File: src/rtl/line_pkg.sv
// Shared types for the line sequencer: command record, FSM states and
// the on-screen test applied to incoming commands.
package line_pkg;

   localparam int COORD_W = 11;

   typedef struct packed {
      logic [COORD_W-1:0] x0;
      logic [COORD_W-1:0] y0;
      logic [COORD_W-1:0] x1;
      logic [COORD_W-1:0] y1;
      logic               color;
   } line_cmd_t;

   typedef enum logic [1:0] {IDLE, LOAD, RUN} seq_state_t;

   function automatic logic on_screen(line_cmd_t c, int w, int h);
      return (int'(c.x0) < w) && (int'(c.x1) < w) &&
             (int'(c.y0) < h) && (int'(c.y1) < h);
   endfunction

endpackage

File: src/rtl/line_sequencer_if.sv
// Command port and drawer port of the line sequencer. The slave side is the
// sequencer; the master side is the command source plus the line drawer.
interface line_sequencer_if;
   import line_pkg::*;

   logic               cmd_valid;
   logic               cmd_ready;
   logic [COORD_W-1:0] cmd_x0, cmd_y0, cmd_x1, cmd_y1;
   logic               cmd_color;

   logic               drw_reset;
   logic [COORD_W-1:0] drw_x0, drw_y0, drw_x1, drw_y1;
   logic               drw_done;
   logic               pix_color;

   modport master (
      output cmd_valid, cmd_x0, cmd_y0, cmd_x1, cmd_y1, cmd_color, drw_done,
      input  cmd_ready, drw_reset, drw_x0, drw_y0, drw_x1, drw_y1, pix_color
   );

   modport slave (
      input  cmd_valid, cmd_x0, cmd_y0, cmd_x1, cmd_y1, cmd_color, drw_done,
      output cmd_ready, drw_reset, drw_x0, drw_y0, drw_x1, drw_y1, pix_color
   );

endinterface

File: src/rtl/line_cmd_fifo.sv
// DEPTH-entry circular buffer of line commands, no bypass.
// Pointers carry one extra wrap bit so full and empty can be told apart.
module line_cmd_fifo
   import line_pkg::*;
#(
   parameter int DEPTH = 4
)(
   input  logic      clk,
   input  logic      reset_n,
   input  logic      push,
   input  logic      pop,
   input  line_cmd_t din,
   output line_cmd_t dout,
   output logic      full,
   output logic      empty
);

   localparam int AW = $clog2(DEPTH);

   line_cmd_t     mem [DEPTH];
   logic [AW:0]   wp, rp;
   logic          do_push, do_pop;

   assign empty   = (wp == rp);
   assign full    = (wp[AW] != rp[AW]) && (wp[AW-1:0] == rp[AW-1:0]);
   assign do_push = push && !full;
   assign do_pop  = pop && !empty;
   assign dout    = mem[rp[AW-1:0]];

   always_ff @(posedge clk or negedge reset_n) begin
      if (!reset_n) begin
         wp <= '0;
         rp <= '0;
      end else begin
         if (do_push) wp <= wp + 1'b1;
         if (do_pop)  rp <= rp + 1'b1;
      end
   end

   // Storage needs no reset: an entry is only read after it has been written.
   always_ff @(posedge clk) begin
      if (do_push) mem[wp[AW-1:0]] <= din;
   end

endmodule

File: src/rtl/line_sequencer.sv
// Command-queue front end for the line drawer: buffers commands, issues them
// one at a time with the drawer held in reset between lines, and keeps status.
module line_sequencer
   import line_pkg::*;
#(
   parameter int DEPTH    = 4,
   parameter int SCREEN_W = 640,
   parameter int SCREEN_H = 480,
   parameter int TIMEOUT  = 4096
)(
   input  logic            clk,
   input  logic            reset_n,
   line_sequencer_if.slave bus,
   output logic            busy,
   output logic [15:0]     lines_done,
   output logic            dropped,
   output logic            timeout_err
);

   localparam int TW = (TIMEOUT > 2) ? $clog2(TIMEOUT) : 1;

   seq_state_t    state, state_d;
   line_cmd_t     cmd_in, head, cur;
   logic          full, empty;
   logic          accept, in_range, push, pop;
   logic          line_fin, line_abort;
   logic [TW-1:0] tcnt;
   logic          drw_reset_q;

   assign cmd_in   = {bus.cmd_x0, bus.cmd_y0, bus.cmd_x1, bus.cmd_y1, bus.cmd_color};
   assign in_range = on_screen(cmd_in, SCREEN_W, SCREEN_H);
   assign accept   = bus.cmd_valid && bus.cmd_ready;
   assign push     = accept && in_range;
   assign pop      = (state == LOAD);

   line_cmd_fifo #(.DEPTH(DEPTH)) u_fifo (
      .clk     (clk),
      .reset_n (reset_n),
      .push    (push),
      .pop     (pop),
      .din     (cmd_in),
      .dout    (head),
      .full    (full),
      .empty   (empty)
   );

   // drw_done is only meaningful in RUN and beats a simultaneous timeout.
   always_comb begin
      state_d    = state;
      line_fin   = 1'b0;
      line_abort = 1'b0;
      case (state)
         IDLE: if (!empty) state_d = LOAD;
         LOAD: state_d = RUN;
         RUN: begin
            if (bus.drw_done) begin
               line_fin = 1'b1;
               state_d  = IDLE;
            end else if (tcnt == TW'(TIMEOUT - 1)) begin
               line_abort = 1'b1;
               state_d    = IDLE;
            end
         end
         default: state_d = IDLE;
      endcase
   end

   always_ff @(posedge clk or negedge reset_n) begin
      if (!reset_n) begin
         state       <= IDLE;
         drw_reset_q <= 1'b1;
         cur         <= '0;
         tcnt        <= '0;
         lines_done  <= '0;
         dropped     <= 1'b0;
         timeout_err <= 1'b0;
      end else begin
         state       <= state_d;
         drw_reset_q <= (state_d != RUN);
         if (state == LOAD) begin
            cur  <= head;
            tcnt <= '0;
         end else if (state == RUN) begin
            tcnt <= tcnt + 1'b1;
         end
         if (line_fin)              lines_done  <= lines_done + 16'd1;
         if (line_abort)            timeout_err <= 1'b1;
         if (accept && !in_range)   dropped     <= 1'b1;
      end
   end

   assign bus.cmd_ready = !full;
   assign bus.drw_reset = drw_reset_q;
   assign bus.drw_x0    = cur.x0;
   assign bus.drw_y0    = cur.y0;
   assign bus.drw_x1    = cur.x1;
   assign bus.drw_y1    = cur.y1;
   assign bus.pix_color = cur.color;
   assign busy          = !empty || (state != IDLE);

endmodule

File: src/flat_wrapper.sv
// flat-port wrapper written by rule: the top's interface ports become plain ports
module line_sequencer_flat import line_pkg::*;
#(
   parameter int DEPTH    = 4,
   parameter int SCREEN_W = 640,
   parameter int SCREEN_H = 480,
   parameter int TIMEOUT  = 4096
)
  (clk, reset_n, busy, lines_done, dropped, timeout_err, bus_cmd_valid, bus_cmd_x0, bus_cmd_y0, bus_cmd_x1, bus_cmd_y1, bus_cmd_color, bus_drw_done, bus_cmd_ready, bus_drw_reset, bus_drw_x0, bus_drw_y0, bus_drw_x1, bus_drw_y1, bus_pix_color);
  line_sequencer_if bus_i ();
  input  logic clk;
  input  logic reset_n;
  output logic busy;
  output logic [15:0] lines_done;
  output logic dropped;
  output logic timeout_err;
  input wire logic [$bits(bus_i.cmd_valid)-1:0] bus_cmd_valid;
  input wire logic [$bits(bus_i.cmd_x0)-1:0] bus_cmd_x0;
  input wire logic [$bits(bus_i.cmd_y0)-1:0] bus_cmd_y0;
  input wire logic [$bits(bus_i.cmd_x1)-1:0] bus_cmd_x1;
  input wire logic [$bits(bus_i.cmd_y1)-1:0] bus_cmd_y1;
  input wire logic [$bits(bus_i.cmd_color)-1:0] bus_cmd_color;
  input wire logic [$bits(bus_i.drw_done)-1:0] bus_drw_done;
  output wire logic [$bits(bus_i.cmd_ready)-1:0] bus_cmd_ready;
  output wire logic [$bits(bus_i.drw_reset)-1:0] bus_drw_reset;
  output wire logic [$bits(bus_i.drw_x0)-1:0] bus_drw_x0;
  output wire logic [$bits(bus_i.drw_y0)-1:0] bus_drw_y0;
  output wire logic [$bits(bus_i.drw_x1)-1:0] bus_drw_x1;
  output wire logic [$bits(bus_i.drw_y1)-1:0] bus_drw_y1;
  output wire logic [$bits(bus_i.pix_color)-1:0] bus_pix_color;
  assign bus_i.cmd_valid = bus_cmd_valid;
  assign bus_i.cmd_x0 = bus_cmd_x0;
  assign bus_i.cmd_y0 = bus_cmd_y0;
  assign bus_i.cmd_x1 = bus_cmd_x1;
  assign bus_i.cmd_y1 = bus_cmd_y1;
  assign bus_i.cmd_color = bus_cmd_color;
  assign bus_i.drw_done = bus_drw_done;
  assign bus_cmd_ready = bus_i.cmd_ready;
  assign bus_drw_reset = bus_i.drw_reset;
  assign bus_drw_x0 = bus_i.drw_x0;
  assign bus_drw_y0 = bus_i.drw_y0;
  assign bus_drw_x1 = bus_i.drw_x1;
  assign bus_drw_y1 = bus_i.drw_y1;
  assign bus_pix_color = bus_i.pix_color;
  line_sequencer #(.DEPTH(DEPTH), .SCREEN_W(SCREEN_W), .SCREEN_H(SCREEN_H), .TIMEOUT(TIMEOUT)) u_core (.clk(clk), .reset_n(reset_n), .bus(bus_i), .busy(busy), .lines_done(lines_done), .dropped(dropped), .timeout_err(timeout_err));
endmodule
File: config.mk
export PLATFORM = sky130hd
export DESIGN_NAME = line_sequencer_flat
export DESIGN_NICKNAME = d
export VERILOG_FILES = /design/src/rtl/line_pkg.sv /design/src/rtl/line_sequencer_if.sv /design/src/rtl/line_cmd_fifo.sv /design/src/rtl/line_sequencer.sv /design/src/flat_wrapper.sv
export SDC_FILE = /design/constraint.sdc
export NUM_CORES = 1
export LEC_CHECK = 0
export BUFFER_PORTS_ARGS = -buffer_cell sky130_fd_sc_hd__buf_2
export CORE_UTILIZATION = 55
export CTS_BUF_LIST = sky130_fd_sc_hd__clkbuf_16
export CTS_CLUSTER_SIZE = 25
export DETAILED_ROUTE_END_ITERATION = 16
export GPL_TIMING_DRIVEN = 0
export PLACE_DENSITY = 0.86
export SYNTH_ARGS = -nofsm -noshare
export SYNTH_HDL_FRONTEND = slang
export SYNTH_SLANG_ARGS = --single-unit
File: constraint.sdc
create_clock -name clk -period 3.3 [get_ports clk]
set_input_delay 0.165 -clock clk [delete_from_list [all_inputs] [get_ports clk]]
set_output_delay 0.165 -clock clk [all_outputs]
set_load 0.05 [all_outputs]
Word-level counts from Yosys, hierarchy flattened
Memory sizes are Yosys's and may differ from the RTL's. A register that Yosys moved wholly into a read port is not among the register bits. Index checks and enable logic that the tools add are counted.

Magnitude comparators: 4. Reduce and logical (&&, ||, !) cells: 17. Add/subtract/negate cells: 4. Equality and inequality tests: 7. Muxes and demuxes: 13.

Operator list (number): 12-bit two-way mux (2); 11-bit by 10-bit less-than comparator with 1-bit output (second input constant) (2); 11-bit by 9-bit less-than comparator with 1-bit output (second input constant) (2); 16-bit by 1-bit adder with 16-bit output (second input constant) (1); 12-bit by 1-bit adder with 12-bit output (second input constant) (1); 12-bit equality test (second input constant) (1); 1-bit logical AND (9); 1-bit two-way mux (7); 3-bit by 1-bit adder with 3-bit output (second input constant) (2); 2-bit two-way mux (3); 2-bit one-hot mux with 3 select lines (1); 1-bit zero test (4); 2-bit nonzero test (2); 3-bit equality test (1); 2-bit by 1-bit equality test with 1-bit output (second input constant) (1); 2-bit equality test (1); 2-bit equality test (second input constant) (1); 2-bit zero test (1); 2-bit != test (second input constant) (1); 1-bit logical OR (1); 1-bit != test (1).

Output and inout bits: 66. Memories: 1. RAM bits: 180. Bits of input ports: 49. Register bits: 39.

Memories: u_core.u_fifo.mem (depth 4, bits a word 45, rd ports 1, clocked after memory_dff 1, wr ports 1, line line_cmd_fifo.sv:20) `line_cmd_t mem [DEPTH];`.

Depth between registers and ports, before layout
Depth after elaboration: 8. Mapped depth: 6. Gate-level depth less buffers: 6.

Hierarchy
From an unflattened synthesis, not the netlist that was laid out.

Cell total of the unflattened synthesis: 543. Area total of the unflattened synthesis: 10331.2 µm².

By module, submodules not included: line_cmd_fifo (seq. area each 5555.3 µm², instances 1, cells an instance 284, area an instance 6991.7 µm²); line_sequencer (seq. area each 1953.1 µm², instances 1, cells an instance 259, area an instance 3339.5 µm²).

Least setup slack after synthesis
No wires, ideal clock.

Path type: reg2reg. Start point: register u_core.u_fifo.wp[0]. End point: memory u_core.u_fifo.mem[3][0] (netlist name) (enable). Data arrival time: 2.464 ns. Buffers on the path: 0. Period minus slack after synthesis: 2.890 ns. Library setup time: 0.426 ns. Cell stages (with the launch flop): 4. Slack: 0.410 ns. Path through: dfrtp_1 xnor2_1 a31o_4 nor4_4.

Word-level cells in the longest chain between the ends: 8.

RTL lines: start, declared (line line_cmd_fifo.sv:21) `logic [AW:0] wp, rp;`; start signal, assigned (line line_cmd_fifo.sv:35) `if (do_push) wp <= wp + 1'b1;`; 2-bit equality test (line line_cmd_fifo.sv:25) `assign full = (wp[AW] != rp[AW]) && (wp[AW-1:0] == rp[AW-1:0]);`; 1-bit logical AND (line line_cmd_fifo.sv:25); 1-bit zero test (line line_cmd_fifo.sv:26, line_sequencer.sv:92); 1-bit logical AND (line line_sequencer.sv:32) `assign accept = bus.cmd_valid && bus.cmd_ready;`; 1-bit logical AND (line line_sequencer.sv:33) `assign push = accept && in_range;`; 1-bit logical AND (line line_cmd_fifo.sv:26) `assign do_push = push && !full;`; 1-bit two-way mux (line line_cmd_fifo.sv:42) `if (do_push) mem[wp[AW-1:0]] <= din;`; 1-bit two-way mux (not written as such) (line line_cmd_fifo.sv:42); end, declared (line line_cmd_fifo.sv:20).

Several ways; a longest one is shown, not always the timed one.

Worst setup path in the final report
Start point: register u_core.u_fifo.wp[1]. End point: memory u_core.u_fifo.mem[3][16] (netlist name) (enable).

Same word-level chain as after synthesis.

==> results.json <==
{
  "worst_pin_slew_ns": 0.990,
  "required_ns": 3.53,
  "syn-num-nets": 586,
  "start_util_pct": 57.0,
  "vias_per_cell": 5.69,
  "drive_gt1_share_pct": 37.2,
  "cts.clk_slew.worst_paths_ns": 0.06,
  "critPathKind": "flop to flop",
  "report.final.slew_viol_count": 0,
  "synth_seq_cells": 264,
  "wl_met3_mm": 1.18,
  "synth-edff-count": 180,
  "num_vias": 5529,
  "floorplan.rows": 49,
  "clock-sinks": 264,
  "reg2reg_slack_ns": 0.59,
  "core_area_sq_um": 18300,
  "critPathMostFrequentCell": "buf_6",
  "synth_async_sr_flop_share_pct": 31.8,
  "synth_area_leader_cell": "edfxtp_1",
  "dp_slack_ns": 0.617,
  "muxShareOfSynthArea_pct": 16.6,
  "startpoint_type": "flop",
  "vdd.ir_drop.worst_v": 0.000633,
  "clk-insertion-delay-late_ns": 0.53,
  "max-slew-margin-rel_pct": 33.5,
  "swShare_pct": 35.0,
  "path_cells": "xnor2_1 -> a31o_4 -> nor4_4 -> buf_6 -> buf_6",
  "final_hold_viol_count": 0,
  "synth_compound_area_share_pct": 1.72,
  "grt_pass1_vias": 5975,
  "combPwrFrac_pct": 36.8,
  "htreeDepth": 1,
  "wirelength_mm": 20.5,
  "dp_hpwl_mm": 12.8,
  "io_buffers": 114,
  "p_leak_uw": 0.00493,
  "yosys.area.top_type_share_pct": 51.9,
  "max_stage_delay_ns": 0.87,
  "final.setup_skew_ns": 0.0125,
  "die-area_sq_um": 19500,
  "p_int_uw": 7250,
  "clockRootBuffer": "clkbuf_16",
  "fin_nets": 782,
  "track_usage_pct": 21.7,
  "layout_min_cycle_time_ns": 2.71,
  "die_y_um": 140,
  "cp.arrival_ns": 2.94,
  "synth_seq_area_share_pct": 72.1,
  "setup_violations": 0,
  "grt_pass1_wl_mm": 32.4,
  "period_share_pct": 82.2,
  "yosysUniqueCellTypes": 46,
  "cts_tree": "built",
  "numCtsBuffers": 26,
  "yosys.area_share.simple_pct": 4.04,
  "synthXorXnorAreaFrac_pct": 2.19,
  "p_sw_uw": 3920,
  "fin_cells": 971,
  "hold_path.class": "input port to flop",
  "ys.flop_type": "edfxtp_1",
  "fin_ws_ns": 0.587,
  "multi_input_area_sq_um": 2700,
  "antenna_found_initial": 0,
  "grt_max_degree": 51,
  "drc": 0,
  "drv_cap": 0,
  "met1_length_mm": 8.07,
  "seqCellArea_sq_um": 7510,
  "final_cell_area_sq_um": 12700,
  "status": "complete, no violations",
  "powerDensity_nw_per_um2": 881,
  "p_seq_share_pct": 38.2,
  "diodes": 0,
  "clock_path_buffers": 3,
  "synthAdderAreaFrac_pct": 1.32,
  "syn-cell-area_sq_um": 10400,
  "endpoint_kind": "flop",
  "drt_pre_antenna_iters": 5,
  "dpl_cell_area_sq_um": 11400,
  "synth_top_family_by_area": "multiplexers",
  "synth_cells": 526,
  "fmax_mhz": 369,
  "critPathMaxFanout": 13,
  "yosysWarnings": 0,
  "highest_layer": "met4",
  "wire_per_inst_um": 21.1,
  "rsz0062_at_grt": "no",
  "synth.area.top_cells": "edfxtp_1 (52%), dfrtp_1 (20%), mux4_2 (9.7%)",
  "syn_to_final_growth_pct": 21.7,
  "dr_wl_met2_mm": 10.8,
  "clock_power_share_pct": 25.0,
  "first_iter_violations": 309,
  "nFillCells": 1125,
  "grt_overflow": 0,
  "cpMaxStageDelayCell": "nor4_4",
  "gp_congestion": 0.861,
  "ioPinCount": 115,
  "die-width_um": 140,
  "place_inst": 876,
  "postSynthAreaPerCell_sq_um": 19.8,
  "postRouteAntennaNets": 0
}
-- sequential cells by signal, indices dropped and copies added, names as in the netlist --
| register | cells |
|---|---|
| u_core.u_fifo.mem | 180 |
| u_core.lines_done | 16 |
| u_core.tcnt | 12 |
| u_core.bus.drw_x0 | 11 |
| u_core.bus.drw_x1 | 11 |
| u_core.bus.drw_y0 | 11 |
| u_core.bus.drw_y1 | 11 |
| u_core.u_fifo.rp | 3 |
| u_core.u_fifo.wp | 3 |
| u_core.state | 2 |
| u_core.bus.drw_reset | 1 |
| u_core.bus.pix_color | 1 |
| u_core.dropped | 1 |
| u_core.timeout_err | 1 |
-- routing by layer --
metal | global-route usage [%] | up-vias
li1 | - | 2452
met1 | 26.7 | 2852
met2 | 39.7 | 186
met3 | 4.23 | 39
met4 | 5.44 | 0
met5 | 0 | -
-- final cells by class --
cell class / instances / share of cell area (%)
Clock inverter: 22 / 1.24
Sequential cell: 264 / 59.2
Buffer: 17 / 1.17
Clock buffer: 26 / 5.13
Multi-Input combinational cell: 228 / 21.3
Tap cell: 229 / 2.26
Timing Repair Buffer: 168 / 9.16
Inverter: 17 / 0.503
-- path summary, 6_finish.rpt --
check                                         start                  endpoint  cells past startpoint
worst max-delay path            u_core.u_fifo.wp[1]  u_core.u_fifo.mem[3][16]                      5
worst min-delay path                  bus_cmd_valid            u_core.dropped                      4
worst max register to register  u_core.u_fifo.wp[1]  u_core.u_fifo.mem[3][16]                      5
worst min register to register   u_core.timeout_err        u_core.timeout_err                      2
max in group asynchronous                   reset_n      u_core.bus.drw_y0[9]                      3
min in group asynchronous                   reset_n      u_core.bus.drw_y1[7]                      2
-- kinds of logic (layout without fill, tap and decap cells) --
logic type | Yosys count | after routing
and+or+nand+nor | 71 | 71
buffers and inverters | 34 | 250
xor gates and xnor gates | 26 | 26
DFF | 264 | 264
muxes | 96 | 96
AOI/OAI and AO/OA | 24 | 24
adders and majority gates | 11 | 11
-- through the flow --
stage | power [uW] | hold slack (ns) | util [%] | TNS (ns)
floorplan | 7470 | -0.131 | - | 0
global placement | 8220 | 0.373 | 61.7 | -70.88
detailed placement | 8370 | 0.261 | 62.4 | 0
CTS | 11200 | 0.135 | 69.4 | 0
global route | 11600 | 0.143 | 69.4 | 0
finish | 11200 | 0.142 | 69.4 | 0
-- power groups by stage --
stage | Clock [uW] | Combinational, uW | Sequential (uW)
floorplan | 0 | 2120 | 5350
global placement | 0 | 3940 | 4280
detailed placement | 0 | 4070 | 4300
CTS | 2850 | 4140 | 4260
global route | 2960 | 4320 | 4310
finish | 2800 | 4110 | 4260
-- critical path, delay by kind of cell (launching register included) --
family                 cells  cell delay, ns
AND/OR/NAND/NOR            1            0.87
buffers and inverters      2            0.52
flip-flops                 1            0.44
AO/OA/AOI/OAI              1            0.32
XOR/XNOR                   1            0.25
-- layout by cell type, fill, tap and decap left out, drive strengths merged, types with 5 or more instances in the layout --
master,count
edfxtp,180
buf,136
dfrtp,83
mux2,49
dlygate4sd3,47
mux4,45
clkbuf,28
inv,23
xnor2,20
nand3,14
clkinv,14
nand2,11
ha,11
nor2,9
nand4,9
and2,7
xor2,6
o21ai,5
-- cells in the mapped netlist, types with 4 or more instances --
library cell	n
dfrtp_1	83
nand3_1	14
and2_1	7
xor2_1	6
mux4_2	45
inv_1	17
nor2b_1	4
mux2_2	9
xnor2_1	20
mux2_4	39
nand2_1	11
a21oi_1	4
nand4_1	9
nor2_1	9
edfxtp_1	180
buf_12	4
o21ai_0	5
ha_1	11
buf_2	10
-- repair_timing --
| action | in CTS | in global routing |
|---|---|---|
| resized for setup | 0 | 0 |
| buffers inserted | 0 | 0 |
| hold endpoints to repair | 230 | 0 |
| hold buffers | 47 | 0 |
Power figures use the tool's default switching activity.
